==> config.mk <==
export PLATFORM = sky130hd
export DESIGN_NAME = uart_rcv_block
export DESIGN_NICKNAME = d
export VERILOG_FILES = /design/src/rtl/uart_rcv_block.sv
export SDC_FILE = /design/constraint.sdc
export NUM_CORES = 1
export LEC_CHECK = 0
export ABC_AREA = 1
export CAP_MARGIN = 20
export CORE_MARGIN = 2
export CORE_UTILIZATION = 60
export DETAILED_ROUTE_END_ITERATION = 8
export PLACE_DENSITY = 0.82
export SLEW_MARGIN = 10
export SYNTH_ARGS = -nofsm -noshare
export SYNTH_HDL_FRONTEND = slang
export SYNTH_SLANG_ARGS = --single-unit
==> constraint.sdc <==
create_clock -name clk_i -period 4.1 [get_ports clk_i]
set_clock_uncertainty 0.15 [all_clocks]
set_input_delay 1.025 -clock clk_i [delete_from_list [all_inputs] [get_ports clk_i]]
set_output_delay 1.025 -clock clk_i [all_outputs]
set_load 0.02 [all_outputs]
==> src/rtl/uart_rcv_block.sv <==
// rtl/uart_rcv_block.sv - UART receive front end: start/data/stop framing and one-character buffer
// Define UART_RCV_SYNC_EN to add a 2-flop synchronizer ahead of the line register.
module uart_rcv_block (
    input  logic        clk_i,
    input  logic        rst_i,
    input  logic        serial_in_i,
    input  logic [3:0]  data_size_i,
    input  logic [13:0] bit_period_i,
    input  logic        data_read_i,
    output logic [7:0]  rx_data_o,
    output logic        data_ready_o,
    output logic        overrun_error_o,
    output logic        framing_error_o
);
    typedef enum logic [2:0] {IDLE, START, DATA, STOP, LOAD} state_t;

    state_t      state_q;
    logic        line_d, line_q, prev_q;
    logic        start_det;
    logic [13:0] cnt_q, p_q, p_d, half;
    logic [3:0]  bit_q, n_q, n_d;
    logic [7:0]  shift_q;
    logic        stop_q;

`ifdef UART_RCV_SYNC_EN
    logic [1:0] sync_q;
    always_ff @(posedge clk_i) begin
        if (rst_i) sync_q <= 2'b11;
        else       sync_q <= {sync_q[0], serial_in_i};
    end
    assign line_d = sync_q[1];
`else
    assign line_d = serial_in_i;
`endif

    always_ff @(posedge clk_i) begin
        if (rst_i) begin
            line_q <= 1'b1;
            prev_q <= 1'b1;
        end else begin
            line_q <= line_d;
            prev_q <= line_q;
        end
    end

    assign start_det = ~line_q & prev_q;
    assign n_d  = (data_size_i >= 4'd5 && data_size_i <= 4'd8) ? data_size_i : 4'd8;
    assign p_d  = (bit_period_i < 14'd4) ? 14'd4 : bit_period_i;
    assign half = {1'b0, p_q[13:1]};

    always_ff @(posedge clk_i) begin
        if (rst_i) begin
            state_q         <= IDLE;
            cnt_q           <= 14'd0;
            bit_q           <= 4'd0;
            shift_q         <= 8'h00;
            stop_q          <= 1'b0;
            n_q             <= 4'd8;
            p_q             <= 14'd4;
            rx_data_o       <= 8'h00;
            data_ready_o    <= 1'b0;
            overrun_error_o <= 1'b0;
            framing_error_o <= 1'b0;
        end else begin
            // LOAD owns the buffer flags in its cycle; a read there is folded in below
            if (data_read_i && state_q != LOAD) begin
                data_ready_o    <= 1'b0;
                overrun_error_o <= 1'b0;
            end
            case (state_q)
                IDLE: begin
                    if (start_det) begin
                        state_q <= START;
                        cnt_q   <= 14'd0;
                        n_q     <= n_d;
                        p_q     <= p_d;
                    end
                end
                START: begin
                    if (cnt_q == half - 14'd1) begin
                        cnt_q   <= 14'd0;
                        bit_q   <= 4'd0;
                        state_q <= line_q ? IDLE : DATA;
                    end else begin
                        cnt_q <= cnt_q + 14'd1;
                    end
                end
                DATA: begin
                    if (cnt_q == p_q - 14'd1) begin
                        cnt_q   <= 14'd0;
                        shift_q <= {line_q, shift_q[7:1]};
                        if (bit_q == n_q - 4'd1) state_q <= STOP;
                        else                     bit_q   <= bit_q + 4'd1;
                    end else begin
                        cnt_q <= cnt_q + 14'd1;
                    end
                end
                STOP: begin
                    if (cnt_q == p_q - 14'd1) begin
                        cnt_q   <= 14'd0;
                        stop_q  <= line_q;
                        state_q <= LOAD;
                    end else begin
                        cnt_q <= cnt_q + 14'd1;
                    end
                end
                LOAD: begin
                    if (stop_q) begin
                        rx_data_o       <= shift_q >> (4'd8 - n_q);
                        data_ready_o    <= 1'b1;
                        framing_error_o <= 1'b0;
                        if (data_read_i)       overrun_error_o <= 1'b0;
                        else if (data_ready_o) overrun_error_o <= 1'b1;
                    end else begin
                        framing_error_o <= 1'b1;
                    end
                    // A start edge landing in LOAD still begins the next frame
                    if (start_det) begin
                        state_q <= START;
                        cnt_q   <= 14'd0;
                        n_q     <= n_d;
                        p_q     <= p_d;
                    end else begin
                        state_q <= IDLE;
                    end
                end
                default: state_q <= IDLE;
            endcase
        end
    end
endmodule

==> results.toml, run 1 <==
[clock_network]
h-tree-depth = 3
cts.clk_slew.worst_paths_ns = 0.07
cts_made_buffers = 9
cts_tree = "built"
clk_path_buf_depth = 2
clkLatencyLatePin_ns = 0.34
cts_hold_buf = 0
cts_resized = 0
cts.sinks = 61
post-cts-setup-buffers = 0
clock-root-buffer = "clkbuf_8"

[placed_design]
placed_area_sq_um = 4265
gp_congestion = 0.9247
portBuffers = 32
dp_cells = 711
pre_cts_slack_ns = 1.232
place.detailed.hpwl_microns = 7275

[run]
max_cap_viol_count = 0

[worst_setup_path]
path_max_fanout = 17
start_kind = "flop"
endpoint_kind = "flop"
critical_path_class = "reg2reg"
cp.arrival_ns = 2.84
critPathRequiredTime_ns = 4.18

[grt]
grt_pass1_vias = 3602
antenna_found_initial = 0
overflow = 0
grtUsageTotal_pct = 26.86
grt_first_pass_wirelength_microns = 15790
grt_max_degree = 29

[power]
leakage_nw = 1.953
power_density_nw_per_um2 = 435.1
ir_drop_mv = 0.2709

[logic_synthesis]
synth.avg_cell_area_sq_um = 6.347
synth_fa_ha_area_share_pct = 1.911
synth_top_cells_by_area = "dfxtp_1 (31%), nand2_1 (16%), nor2_1 (8.8%), inv_1 (5.5%), nand3_1 (5.5%)"
ys_ff_latch = 61
yosysUniqueCellTypes = 34
syn_inst = 619
synthMuxAreaShare_pct = 0
synth_compound_area_share_pct = 10.48
yosys_warnings = 0
syn-num-nets = 647
synth_seq_area_share_pct = 31.08
synth.top_cell.area_share_pct = 31.08
synthSimpleGateAreaFrac_pct = 38.98
synth_top_family_by_area = "simple AND/OR/NAND/NOR gates"
synth_xor_area_share_pct = 8.248
syn_area_sq_um = 3929
synth_area_leader_cell = "dfxtp_1"

[drt]
highest_layer = "met4"
avgRoutedWirePerCell_microns = 12.94
via_count = 3860
wl_met2_microns = 4607
antenna_left = 0
wl_microns = 9394
wl_met1_microns = 4280
drt_iter0_markers = 182
drc = 0
first_pass_iters = 5
met3_length_microns = 279
via_per_inst = 5.317

[finish]
drive_above_1_share_pct = 7.704
final_cells = 726
postLayoutCellArea_sq_um = 4424
fillers = 573
antenna_cells = 0
layout_common_cells = "nand2_1 (167), nor2_1 (92), dfxtp_1 (61)"
syn_to_final_growth_pct = 12.61
layout_commonest_cell = "nand2_1"
fin_nets = 673

[sta]
rsz0062_at_grt = "no"
worst_slew_pin_slew_ns = 0.7310
hold_viol = 0
setup_viol = 0
slew_headroom_pct = 50.97
min_period_over_period_pct = 67.22
max_freq_ghz = 0.3629
hold_ws_ns = 0.3171
setup_slack_ns = 1.344
finalMaxSlewViolations = 0
tns_ns = 0
period_needed_ns = 2.756

[run_status]
outcome = "complete, no violations"

[floorplanning]
die_h_microns = 84.92
fp-row-count = 29
fp.dieW_microns = 84.92
ios = 33
coreArea_sq_um = 6350
fp.dieArea_sq_um = 7211
start_util_pct = 61.87

[hold_path]
hold_class = "reg2reg"
-- cell type report --
class	instances	area (sq um)	area share, %
inverters	72	270.3	6.109
clock inverters	2	10.01	0.2262
clock buffers	13	148.9	3.365
well taps	77	96.34	2.178
repair buffers	34	335.3	7.579
flip-flops and latches	61	1221	27.60
multi-input cells	467	2342	52.94
-- logic make-up (layout without fill, tap and decap cells) --
| group | Yosys count | after routing |
|---|---|---|
| AOI/OAI and AO/OA | 73 | 73 |
| xor gates and xnor gates | 37 | 37 |
| adders and majority gates | 6 | 6 |
| and+or+nand+nor | 351 | 351 |
| DFF | 61 | 61 |
| buffers and inverters | 91 | 121 |
-- power breakdown --
group	switching, W	leakage (nW)	internal (W)
Sequential	0.0000866	0.495	0.000647
Combinational	0.000477	1.37	0.000260
Clock	0.000224	0.0833	0.000231
-- registers in the layout (all words and copies together) (netlist names) --
name             cells
bit_q                4
line_q               1
rx_data_o            8
state_q              3
prev_q               1
overrun_error_o      1
stop_q               1
n_q                  4
framing_error_o      1
p_q                 14
cnt_q               14
data_ready_o         1
shift_q              8
-- layer usage --
layer / up-vias / GRT usage, %
met5: - / 0
met4: 0 / 11.69
met3: 17 / 3.016
met2: 84 / 47.17
met1: 1744 / 33.23
li1: 2015 / -
-- worst max-delay path: stages, from the launching register on --
cell      delay, ns
dfxtp_1        0.65
inv_2          0.13
ha_1           0.45
clkinv_1       0.29
nand2_1        0.15
nand3_1        0.08
nor2_1         0.11
nand3_1        0.08
nand2_1        0.10
nand2_1        0.13
nand3_2        0.16
nand2_1        0.06
o21ai_1        0.07
nor2_1         0.05
-- cells in the mapped netlist, drive strengths merged --
| cell type | count |
|---|---|
| o211ai | 4 |
| xnor2 | 13 |
| nor2 | 108 |
| buf | 11 |
| ha | 6 |
| a22oi | 3 |
| a31oi | 2 |
| a221oi | 1 |
| nand2 | 173 |
| nand4 | 6 |
| clkbuf | 8 |
| dfxtp | 61 |
| o21a | 1 |
| xor2 | 24 |
| inv | 69 |
| nor3 | 6 |
| clkinv | 3 |
| o21ai | 37 |
| or2 | 2 |
| nand3b | 6 |
| nor4 | 5 |
| nand3 | 45 |
| a211oi | 8 |
| a21oi | 17 |
-- per-stage QoR --
step,util (%),total power [W]
CTS,69.67,0.001919
floorplan,-,0.001310
global route,69.67,0.002064
global placement,67.17,0.001446
finish,69.67,0.001925
detailed placement,67.17,0.001473
-- final timing paths --
kind / start / to / slack (ns) / depth (start not counted)
setup / recovery: n_q[0] / bit_q[1] / 1.34 / 13
hold / removal: rx_data_o[1] / rx_data_o[1] / 0.32 / 2
setup reg to reg: n_q[0] / bit_q[1] / 1.34 / 13
hold reg to reg: rx_data_o[1] / rx_data_o[1] / 0.32 / 2
Power figures use the tool's default switching activity.
==> run 2: changes to the inputs <==
Settings changed: CORE_UTILIZATION 60 to 59, PLACE_DENSITY 0.82 to 0.81.
Clock period 4.1 ns to 2.7 ns, I/O delays scaled along.
==> run 2 against run 1 <==
Non-clock buffer count increased by 7. Combinational power increased by 60%. Clock power increased by 100%. Cell count increased by 1.1%. Sequential power increased by 51%. Critical path depth increased by 5. Cell area increased by 3.1%. Via count increased by 2.2%. Flip-flop and latch count unchanged. Die area increased by 1.6%.
==> results.toml, run 2 (same netlist as run 1, synthesis figures left out) <==
[run_status]
outcome = "complete, no violations"

[clock_network]
clock-root-buffer = "clkbuf_8"
cts_made_buffers = 9
cts.sinks = 61
clkLatencyLatePin_ns = 0.34
post-cts-setup-buffers = 0
h-tree-depth = 3
clk_path_buf_depth = 2
cts_resized = 0
cts.clk_slew.worst_paths_ns = 0.07
cts_hold_buf = 0
cts_tree = "built"

[sta]
max_freq_ghz = 0.4037
worst_slew_pin_slew_ns = 0.6100
finalMaxSlewViolations = 0
tns_ns = 0
hold_ws_ns = 0.3312
hold_viol = 0
setup_viol = 0
period_needed_ns = 2.477
slew_headroom_pct = 59.20
min_period_over_period_pct = 91.74

[power]
ir_drop_mv = 0.4979
power_density_nw_per_um2 = 706.7
leakage_nw = 2.029
power_w = 0.003224

[drt]
drt_iter0_markers = 188
wl_microns = 9884
antenna_left = 0
avgRoutedWirePerCell_microns = 13.47
drc = 0
via_count = 3946
first_pass_iters = 5
via_per_inst = 5.376

[worst_setup_path]
cp.arrival_ns = 2.56
rrSetupSlack_ns = 0.22
critical_path_class = "reg2reg"
max_stage_delay_ns = 0.36
crit_top_cell = "nand2_1"
endpoint_kind = "flop"
r2r.worst_path.cells = 18
cp_cell_sequence = "inv_1, ha_1, nand2_1, inv_2, nand2_2, inv_2, nand2_1, nand2_1, nor2_1, nand2_1, nor2_2, nand3_2, nor2_4, inv_2, nand2_1, nand2_1, nand2_4, nor2_1"
critPathRequiredTime_ns = 2.78
start_kind = "flop"
crit_slowest_cell = "dfxtp_1"
regToRegEndpoint = "cnt_q[13]"
path_max_fanout = 12
r2r-start = "p_q[1]"

[grt]
overflow = 0
grt_first_pass_wirelength_microns = 17020
grt_pass1_vias = 3832
grtUsageTotal_pct = 28.82
antenna_found_initial = 0
grt_max_degree = 22

[finish]
drive_above_1_share_pct = 9.741
fin_nets = 680
antenna_cells = 0
layout_commonest_cell = "nand2_1"
largestRegisters = "cnt_q x14, p_q x14"
syn_to_final_growth_pct = 16.11
layout_common_cells = "nand2_1 (164), nor2_1 (92), dfxtp_1 (60)"
postLayoutCoreUtil_pct = 71.43

[floorplanning]
start_util_pct = 61.52
ios = 33
die_h_microns = 85.60
fp.dieArea_sq_um = 7327
fp.dieW_microns = 85.60
coreArea_sq_um = 6386
fp-row-count = 29

[hold_path]
min_delay_worst_endpoint = "rx_data_o[1]"
hold_depth = 2
hp-start = "rx_data_o[1]"
hold_class = "reg2reg"

[run]
max_cap_viol_count = 0

[placed_design]
portBuffers = 32
gp_congestion = 0.9491
place.detailed.hpwl_microns = 7436
## run 2: cell types whose count changed in the layout (fill, tap and decap cells not counted)
cell	change
nand2_2	+1
buf_4	+7
nand2_4	+2
dfxtp_1	-1
bufinv_16	+2
clkbuf_8	+1
clkbuf_1	-2
dfxtp_2	+1
nand2_1	-3
## run 2: worst max path at each step
stage                      start   endpoint  cells after the start
after global routing      p_q[1]  cnt_q[13]                     18
final                     p_q[1]  cnt_q[13]                     18
after global placement    p_q[2]  cnt_q[13]                     18
after CTS                 p_q[2]  cnt_q[13]                     18
after detailed placement  p_q[2]  cnt_q[13]                     18
after floorplan           p_q[2]  cnt_q[10]                     19
## run 2: metal layers
| metal | GRT usage (%) | vias to the layer above | routed length [microns] |
|---|---|---|---|
| li1 | - | 2025 | - |
| met1 | 34.51 | 1779 | 4267 |
| met2 | 51.28 | 115 | 4921 |
| met3 | 4.139 | 27 | 432 |
| met4 | 12.41 | 0 | 262 |
| met5 | 0 | - | 0 |
## run 2: layout make-up
class	instances	area [sq um]
repair buffers	41	387.9
multi-input cells	467	2360
inverters	72	270.3
clock inverters	4	70.07
fillers	532	1824
flip-flops and latches	61	1222
well taps	77	96.34
clock buffers	12	155.1
## run 2: report_power, final
part	internal [W]	switching (W)
clock network	0.000567	0.000358
logic	0.000418	0.000767
registers	0.000982	0.000131
## run 2: per-stage QoR
step           cell area (sq um)  cells  setup slack (ns)
3_3_place_gp                4318    718            0.2646
6_report                    4562    734            0.2230
2_1_floorplan               3929    619            0.5227
4_1_cts                     4543    734           0.08870
5_1_grt                     4562    734          -0.01905
3_5_place_dp                4318    718            0.1017
## run 2: critical path, delay by kind of cell (launching register included)
kind / cells / cell delay (ns)
adders and majority gates: 1 / 0.27
DFF: 1 / 0.36
and+or+nand+nor: 13 / 1.32
buffers and inverters: 4 / 0.27
==> run 3: changes to the inputs <==
Settings changed: CTS_CLUSTER_DIAMETER from default to 120.
==> results of run 3 <==
Same layout as run 2: the final DEF is identical, and so are final timing and power.
